`src/rtl/fetch_unit.sv`:
```
// ---------------------------------------------------------------------------
// fetch_unit -- IF stage of the 5-stage RV32 pipeline.
//
// Owns the PC, issues at most one instruction-memory request at a time over a
// req/ack handshake, buffers the returned word and presents it (with PC+4) to
// the fetch/decode register. Handles hazard-unit stalls and EX redirects,
// discarding a fetch that was already in flight when a redirect arrives.
//
// Optional feature (macro FETCH_TIMEOUT_EN): a request that sees no ack for
// TIMEOUT_CYC cycles is withdrawn for one cycle (RETRY), the sticky FetchErr
// flag is set, and the fetch is re-issued at PCF. Without the macro the unit
// waits for ack indefinitely and FetchErr is tied low.
//
// Ports:
//   clk          in   clock, rising edge
//   reset        in   asynchronous active-low reset
//   StallF       in   hold the buffered instruction (not consumed)
//   RedirectF    in   one-cycle redirect pulse from EX
//   PCTargetE    in   redirect target (bits [1:0] ignored)
//   imem_req     out  fetch request (registered)
//   imem_addr    out  fetch address (registered, word aligned)
//   imem_ack     in   request complete, imem_rdata valid
//   imem_rdata   in   returned instruction word
//   InstrF       out  instruction to fetch/decode register (NOP when empty)
//   PCPlus4F     out  PC+4 of InstrF (0 when empty)
//   PCF          out  current PC register
//   FetchEmpty   out  no valid instruction buffered
//   FetchErr     out  sticky fetch-timeout flag
// ---------------------------------------------------------------------------
module fetch_unit #(
  parameter logic [31:0] RESET_PC    = 32'h0000_0000,
  parameter logic [31:0] NOP_INSTR   = 32'h0000_0013,
  parameter int unsigned TIMEOUT_CYC = 16
) (
  input  logic        clk,
  input  logic        reset,
  input  logic        StallF,
  input  logic        RedirectF,
  input  logic [31:0] PCTargetE,
  output logic        imem_req,
  output logic [31:0] imem_addr,
  input  logic        imem_ack,
  input  logic [31:0] imem_rdata,
  output logic [31:0] InstrF,
  output logic [31:0] PCPlus4F,
  output logic [31:0] PCF,
  output logic        FetchEmpty,
  output logic        FetchErr
);

  localparam int unsigned XLEN = 32;

  typedef enum logic [2:0] {
    S_BOOT  = 3'd0,
    S_FETCH = 3'd1,
    S_FULL  = 3'd2,
    S_DROP  = 3'd3
`ifdef FETCH_TIMEOUT_EN
    ,
    S_RETRY = 3'd4
`endif
  } state_t;

  state_t state;
  state_t state_nxt;

  logic [XLEN-1:0] pc_nxt;
  logic [XLEN-1:0] addr_nxt;
  logic [XLEN-1:0] instr_nxt;
  logic [XLEN-1:0] pcp4_nxt;
  logic            req_nxt;
  logic            empty_nxt;

  // Word-aligned redirect target, PC+4 (wraps mod 2^32) and the PC a fresh
  // request should use this edge (redirect target wins over the held PC).
  logic [XLEN-1:0] redir_pc;
  logic [XLEN-1:0] pc_inc;
  logic [XLEN-1:0] reissue_pc;

  assign redir_pc   = PCTargetE & ~XLEN'(3);
  assign pc_inc     = PCF + XLEN'(4);
  assign reissue_pc = RedirectF ? redir_pc : PCF;

`ifdef FETCH_TIMEOUT_EN
  localparam int unsigned CNT_W = $clog2(TIMEOUT_CYC + 1);

  logic [CNT_W-1:0] tmo_cnt;
  logic [CNT_W-1:0] tmo_cnt_nxt;
  logic             tmo_hit;
  logic             err_nxt;

  // Fires on the edge that completes TIMEOUT_CYC unacknowledged request
  // cycles; an ack or redirect on that edge takes precedence.
  assign tmo_hit = imem_req && !imem_ack && !RedirectF &&
                   ((tmo_cnt + CNT_W'(1)) == CNT_W'(TIMEOUT_CYC));

  // Counts request cycles without ack; cleared by ack, redirect or timeout.
  always_comb begin
    tmo_cnt_nxt = '0;
    if (imem_req && !imem_ack && !RedirectF && !tmo_hit) begin
      tmo_cnt_nxt = tmo_cnt + CNT_W'(1);
    end
  end

  always_ff @(posedge clk or negedge reset) begin
    if (!reset) begin
      tmo_cnt  <= '0;
      FetchErr <= 1'b0;
    end else begin
      tmo_cnt  <= tmo_cnt_nxt;
      FetchErr <= err_nxt;
    end
  end
`else
  assign FetchErr = 1'b0;
`endif

  // State register.
  always_ff @(posedge clk or negedge reset) begin
    if (!reset) begin
      state <= S_BOOT;
    end else begin
      state <= state_nxt;
    end
  end

  // Next-state logic; redirect outranks stall in every state.
  always_comb begin
    state_nxt = state;
    case (state)
      S_BOOT: begin
        state_nxt = S_FETCH;
      end
      S_FETCH: begin
        if (RedirectF) begin
          // Ack on the redirect edge is simply discarded; otherwise the old
          // request must still be drained before re-issuing.
          state_nxt = imem_ack ? S_FETCH : S_DROP;
        end else if (imem_ack) begin
          state_nxt = S_FULL;
        end
`ifdef FETCH_TIMEOUT_EN
        else if (tmo_hit) begin
          state_nxt = S_RETRY;
        end
`endif
      end
      S_FULL: begin
        if (RedirectF || !StallF) begin
          state_nxt = S_FETCH;
        end
      end
      S_DROP: begin
        if (imem_ack) begin
          state_nxt = S_FETCH;
        end
`ifdef FETCH_TIMEOUT_EN
        else if (tmo_hit) begin
          state_nxt = S_RETRY;
        end
`endif
      end
`ifdef FETCH_TIMEOUT_EN
      S_RETRY: begin
        state_nxt = S_FETCH;
      end
`endif
      default: begin
        state_nxt = S_BOOT;
      end
    endcase
  end

  // Output / datapath next values for PC, request and instruction buffer.
  always_comb begin
    pc_nxt    = PCF;
    req_nxt   = imem_req;
    addr_nxt  = imem_addr;
    instr_nxt = InstrF;
    pcp4_nxt  = PCPlus4F;
    empty_nxt = FetchEmpty;
`ifdef FETCH_TIMEOUT_EN
    err_nxt   = FetchErr;
`endif

    // Any redirect updates the PC and empties the buffer.
    if (RedirectF) begin
      pc_nxt    = redir_pc;
      instr_nxt = NOP_INSTR;
      pcp4_nxt  = '0;
      empty_nxt = 1'b1;
    end

    case (state)
      S_BOOT: begin
        req_nxt  = 1'b1;
        addr_nxt = reissue_pc;
      end
      S_FETCH: begin
        if (RedirectF) begin
          if (imem_ack) begin
            req_nxt  = 1'b1;
            addr_nxt = redir_pc;
          end
        end else if (imem_ack) begin
          req_nxt   = 1'b0;
          instr_nxt = imem_rdata;
          pcp4_nxt  = pc_inc;
          empty_nxt = 1'b0;
        end
`ifdef FETCH_TIMEOUT_EN
        else if (tmo_hit) begin
          req_nxt = 1'b0;
          err_nxt = 1'b1;
        end
`endif
      end
      S_FULL: begin
        if (RedirectF) begin
          req_nxt  = 1'b1;
          addr_nxt = redir_pc;
        end else if (!StallF) begin
          pc_nxt    = pc_inc;
          instr_nxt = NOP_INSTR;
          pcp4_nxt  = '0;
          empty_nxt = 1'b1;
          req_nxt   = 1'b1;
          addr_nxt  = pc_inc;
        end
      end
      S_DROP: begin
        // The old request stays on the bus until acked; its data is dropped.
        if (imem_ack) begin
          req_nxt  = 1'b1;
          addr_nxt = reissue_pc;
        end
`ifdef FETCH_TIMEOUT_EN
        else if (tmo_hit) begin
          req_nxt = 1'b0;
          err_nxt = 1'b1;
        end
`endif
      end
`ifdef FETCH_TIMEOUT_EN
      S_RETRY: begin
        req_nxt  = 1'b1;
        addr_nxt = reissue_pc;
      end
`endif
      default: begin
        req_nxt = 1'b0;
      end
    endcase
  end

  // PC, request and instruction-buffer registers.
  always_ff @(posedge clk or negedge reset) begin
    if (!reset) begin
      PCF        <= RESET_PC;
      imem_req   <= 1'b0;
      imem_addr  <= RESET_PC;
      InstrF     <= NOP_INSTR;
      PCPlus4F   <= '0;
      FetchEmpty <= 1'b1;
    end else begin
      PCF        <= pc_nxt;
      imem_req   <= req_nxt;
      imem_addr  <= addr_nxt;
      InstrF     <= instr_nxt;
      PCPlus4F   <= pcp4_nxt;
      FetchEmpty <= empty_nxt;
    end
  end

endmodule

```
`config.mk`:
```
export PLATFORM = sky130hd
export DESIGN_NAME = fetch_unit
export DESIGN_NICKNAME = d
export VERILOG_FILES = /design/src/rtl/fetch_unit.sv
export SDC_FILE = /design/constraint.sdc
export NUM_CORES = 1
export LEC_CHECK = 0
export CAP_MARGIN = 20
export CORE_ASPECT_RATIO = 0.9
export CORE_MARGIN = 3
export CORE_UTILIZATION = 44
export DETAILED_ROUTE_END_ITERATION = 8
export GPL_TIMING_DRIVEN = 1
export PLACE_DENSITY = 0.86
export SLEW_MARGIN = 30
export SYNTH_ARGS = -nofsm -noshare
export SYNTH_HDL_FRONTEND = slang
export SYNTH_SLANG_ARGS = --single-unit
```
`constraint.sdc`:
```
create_clock -name clk -period 2.1 [get_ports clk]
set_input_delay 0.21 -clock clk [delete_from_list [all_inputs] [get_ports clk]]
set_output_delay 0.21 -clock clk [all_outputs]
set_load 0.005 [all_outputs]
```
==> flow_summary.yaml <==
outcome:
  status: "complete, but fails checks"
  failed_checks: "negative setup slack"
routing:
  detailedRoute.firstPassIterationCount: 5
  drcViolationCount: 0
  dr.first_iter.drc_count: 761
  post_drt_wl_per_cell_um: 20.7
  routed_length_on_met2_um: 12400
  vias: 7389
  detail_route.wirelength_um: 25800
  topRoutingLayerUsed: "met4"
  route.layer.met1.wl_um: 10100
  detailroute.wirelength.met3_um: 2590
  post_drt_via_cell_ratio: 5.92
  number_of_nets_with_antenna_violations_after_detailed_routing: 0
clock_network:
  max-clock-path-buffers: 2
  cts_sinks: 132
  tritoncts_buffers: 17
  cts.root.buffer_cell: "sky130_fd_sc_hd__clkbuf_16"
  ctsHtreeMaxLevel: 4
  worst_skew_pair.late_latency_ps: 420
  cts_tree: "built"
  clk_pin_slew_worst_setup_hold_paths_ps: 60
logic_synthesis:
  synth-edff-count: 0
  synth_nets: 859
  post_synth_inst_count: 785
  syn-cell-area_um2: 7240
  synth.yosys.seq_area_share_pct: 45.7
  synth_fa_ha_area_share_pct: 0.864
  synth.ff_latch_count: 132
  synth_largest_area_cell: "sky130_fd_sc_hd__dfrtp_1"
  synth_simple_gate_area_share_pct: 17.9
  synth_top_cell_area_share_pct: 44.3
  synth_area_per_cell_um2: 9.22
  dominant_combinational_cell_family_by_area_after_synthesis: "compound AO/OA/AOI/OAI gates"
  most_used_flip_flop_cell_after_synthesis: "sky130_fd_sc_hd__dfrtp_1"
  post_synthesis_share_of_cell_area_spent_on_xor_and_xnor_gates_pct: 6.05
  yosysUniqueCellTypes: 65
  synth_compound_gate_area_share_pct: 20.0
  synth.top_cells.by_area: "sky130_fd_sc_hd__dfrtp_1 44%, sky130_fd_sc_hd__o21ai_0 5.3%, sky130_fd_sc_hd__nand2_1 5.1%"
  postSynth.asyncResetShare_pct: 100
  ys.warnings.count: 0
  synth_mux_area_share_pct: 4.86
final_layout:
  antenna_cells_inserted: 0
  final_cell_count_no_fill: 1249
  commonest_cells_after_routing_fill_and_taps_aside: "194 x sky130_fd_sc_hd__clkdlybuf4s50_1, 125 x sky130_fd_sc_hd__dfrtp_1, 99 x sky130_fd_sc_hd__nand2_1, 85 x sky130_fd_sc_hd__buf_4, 68 x sky130_fd_sc_hd__o21ai_0"
  layout-area-overhead-vs-synth_pct: 51.2
  leading_cell_type_in_the_layout_fill_and_taps_excluded: "sky130_fd_sc_hd__clkdlybuf4s50_1"
  layout.nets: 1108
  drive_gt1_share_pct: 18.5
  fill_cells: 1124
worst_setup_path:
  cp_data_required_time_ps: 2360
  worst_ep_arrival_time_ps: 2430
  timing.critical_path.fanout_max: 8
  critical_path_class: "reg2reg"
  critical_path.startpoint_type: "register"
  setup.worst_path.end_class: "register"
timing:
  worst_hold_slack_ps: 86.7
  slew_headroom_pct: 61.9
  grt_setup_unrepaired: "yes"
  timing_max_transition_violations_final: 0
  post-route-period-util_pct: 103
  fin_worst_skew_ps: 9.57
  tightestPinTransition_ps: 570
  layout_min_cycle_time_ps: 2160
  postLayoutSetupSlackWorst_ps: -60.9
  finalHoldViolCount: 0
  max_clock_freq_mhz: 463
  setup_viol: 8
power:
  worst_ir_drop_vdd_uv: 857
  p_sw_share_pct: 35.7
  register_share_of_total_power_pct: 29.1
  p_clk_share_pct: 24.1
  comb_power_share_pct: 46.9
  power_density_nw_per_um2: 1160
  internal_power_mw: 8.18
  total_switching_power_mw: 4.54
  cellLeakagePower_nw: 4.56
  total_power_consumption_mw: 12.7
floorplan:
  top_level_ports: 200
  die-area_um2: 18000
  chipHeight_um: 128
  floorplan.die.width_um: 141
  fp.coreArea_um2: 15800
  start_util_pct: 45.9
  row_count: 43
place:
  dp_slack_ps: -140
  port_buffers: 196
  place.detailed.instances: 1201
  globalplace.congestion: 0.898
  place.detailed.hpwl_um: 17600
grt:
  grt_usage_pct: 28.0
  grt_antenna_before_repair: 0
  grt_pass1_wl_um: 40000
  grt_max_degree: 74
  grt.overflow.total: 0
  first_global_vias: 7523
job:
  cap_viol_max_count: 0
worst_hold_path:
  hp-class: "in2reg"
[logic make-up (layout without fill, tap and decap cells)]
logic type      Yosys count  after routing
xor+xnor                 50             50
simple gates            259            259
buf+inv                  84            346
flops                   132            132
fa+ha+maj                 5              5
other cells               1              1
mux                      34             34
compound gates          220            220
[power by group through the flow]
stage	clock network, mW	registers (mW)	logic (mW)
global route	3.23	3.77	6.39
detailed placement	0	3.69	5.35
finish	3.06	3.70	5.97
floorplan	0	3.68	2.50
CTS	3.10	3.68	5.77
global placement	0	3.67	5.24
[cells in the mapped netlist (15+ instances only)]
library cell and number:
sky130_fd_sc_hd__inv_1 16, sky130_fd_sc_hd__xor2_1 15, sky130_fd_sc_hd__nand2_1 99, sky130_fd_sc_hd__xnor2_1 35, sky130_fd_sc_hd__nand4_1 19, sky130_fd_sc_hd__o21ai_0 77, sky130_fd_sc_hd__nor2_1 48, sky130_fd_sc_hd__a22o_1 28
sky130_fd_sc_hd__mux2i_1 25, sky130_fd_sc_hd__nand3_1 20, sky130_fd_sc_hd__dfrtp_1 128, sky130_fd_sc_hd__a21oi_1 35, sky130_fd_sc_hd__clkbuf_1 50
[worst max-delay path, cell delays in order, from the launching register on]
cell                        delay, ps
sky130_fd_sc_hd__dfrtp_2          450
sky130_fd_sc_hd__inv_4             70
sky130_fd_sc_hd__ha_4             160
sky130_fd_sc_hd__or4_4            530
sky130_fd_sc_hd__o211ai_1         200
sky130_fd_sc_hd__clkbuf_16        250
sky130_fd_sc_hd__buf_8            130
sky130_fd_sc_hd__o311a_1          150
sky130_fd_sc_hd__a32oi_1           70
[final cells by class]
class / count / area (µm²) / area share, %
repair buffers: 298 / 2890 / 26.4
inverters: 16 / 62.6 / 0.572
clock inverters: 12 / 155 / 1.42
flip-flops and latches: 132 / 3310 / 30.3
well taps: 202 / 253 / 2.31
multi-input cells: 569 / 3810 / 34.9
clock buffers: 20 / 457 / 4.17
[stage by stage]
stage          TNS (ps)  cell area [µm²]  utilization [%]
2_1_floorplan         0             7250                -
3_3_place_gp      -20.1             9960             63.2
3_5_place_dp       -861             9960             63.2
4_1_cts               0            10800             68.4
5_1_grt            -652            10900             69.4
6_report           -216            10900             69.4
[final timing paths]
check                                           start                   endpoint  slack (ps)  cells after the start
worst max-delay path             state[1]$_DFFE_PN0P_  imem_addr[28]$_DFFE_PN0P_         -60                      8
worst min-delay path                        RedirectF       InstrF[14]$_DFF_PN0_          90                      2
worst max register to register   state[1]$_DFFE_PN0P_  imem_addr[28]$_DFFE_PN0P_         -60                      8
worst min register to register  PCPlus4F[4]$_DFF_PN0_      PCPlus4F[4]$_DFF_PN0_         490                      2
max in group asynchronous                       reset       state[1]$_DFFE_PN0P_        1270                      3
min in group asynchronous                       reset        InstrF[6]$_DFF_PN0_         170                      2
[state kept, by name, indices dropped and copies added, names as in the netlist]
register,cells
FetchEmpty,1
InstrF,32
PCF,32
PCPlus4F,32
imem_addr,32
imem_req,1
state,2
[what timing repair did]
item	in CTS	in global routing
gates cloned	0	1
pin swaps	6	6
buffers inserted	14	3
endpoints found under the hold margin	128	0
hold buffers	1	0
endpoints found under the setup margin	21	37
gates resized for setup	25	41
[routing by layer]
layer  track usage [%]  vias to the layer above
met1              36.3                     3575
met4              10.8                        0
met5                 0                        -
li1                  -                     3313
met3              6.71                       64
met2              45.7                      437
Note: power is estimated with default switching activity, not from simulation.
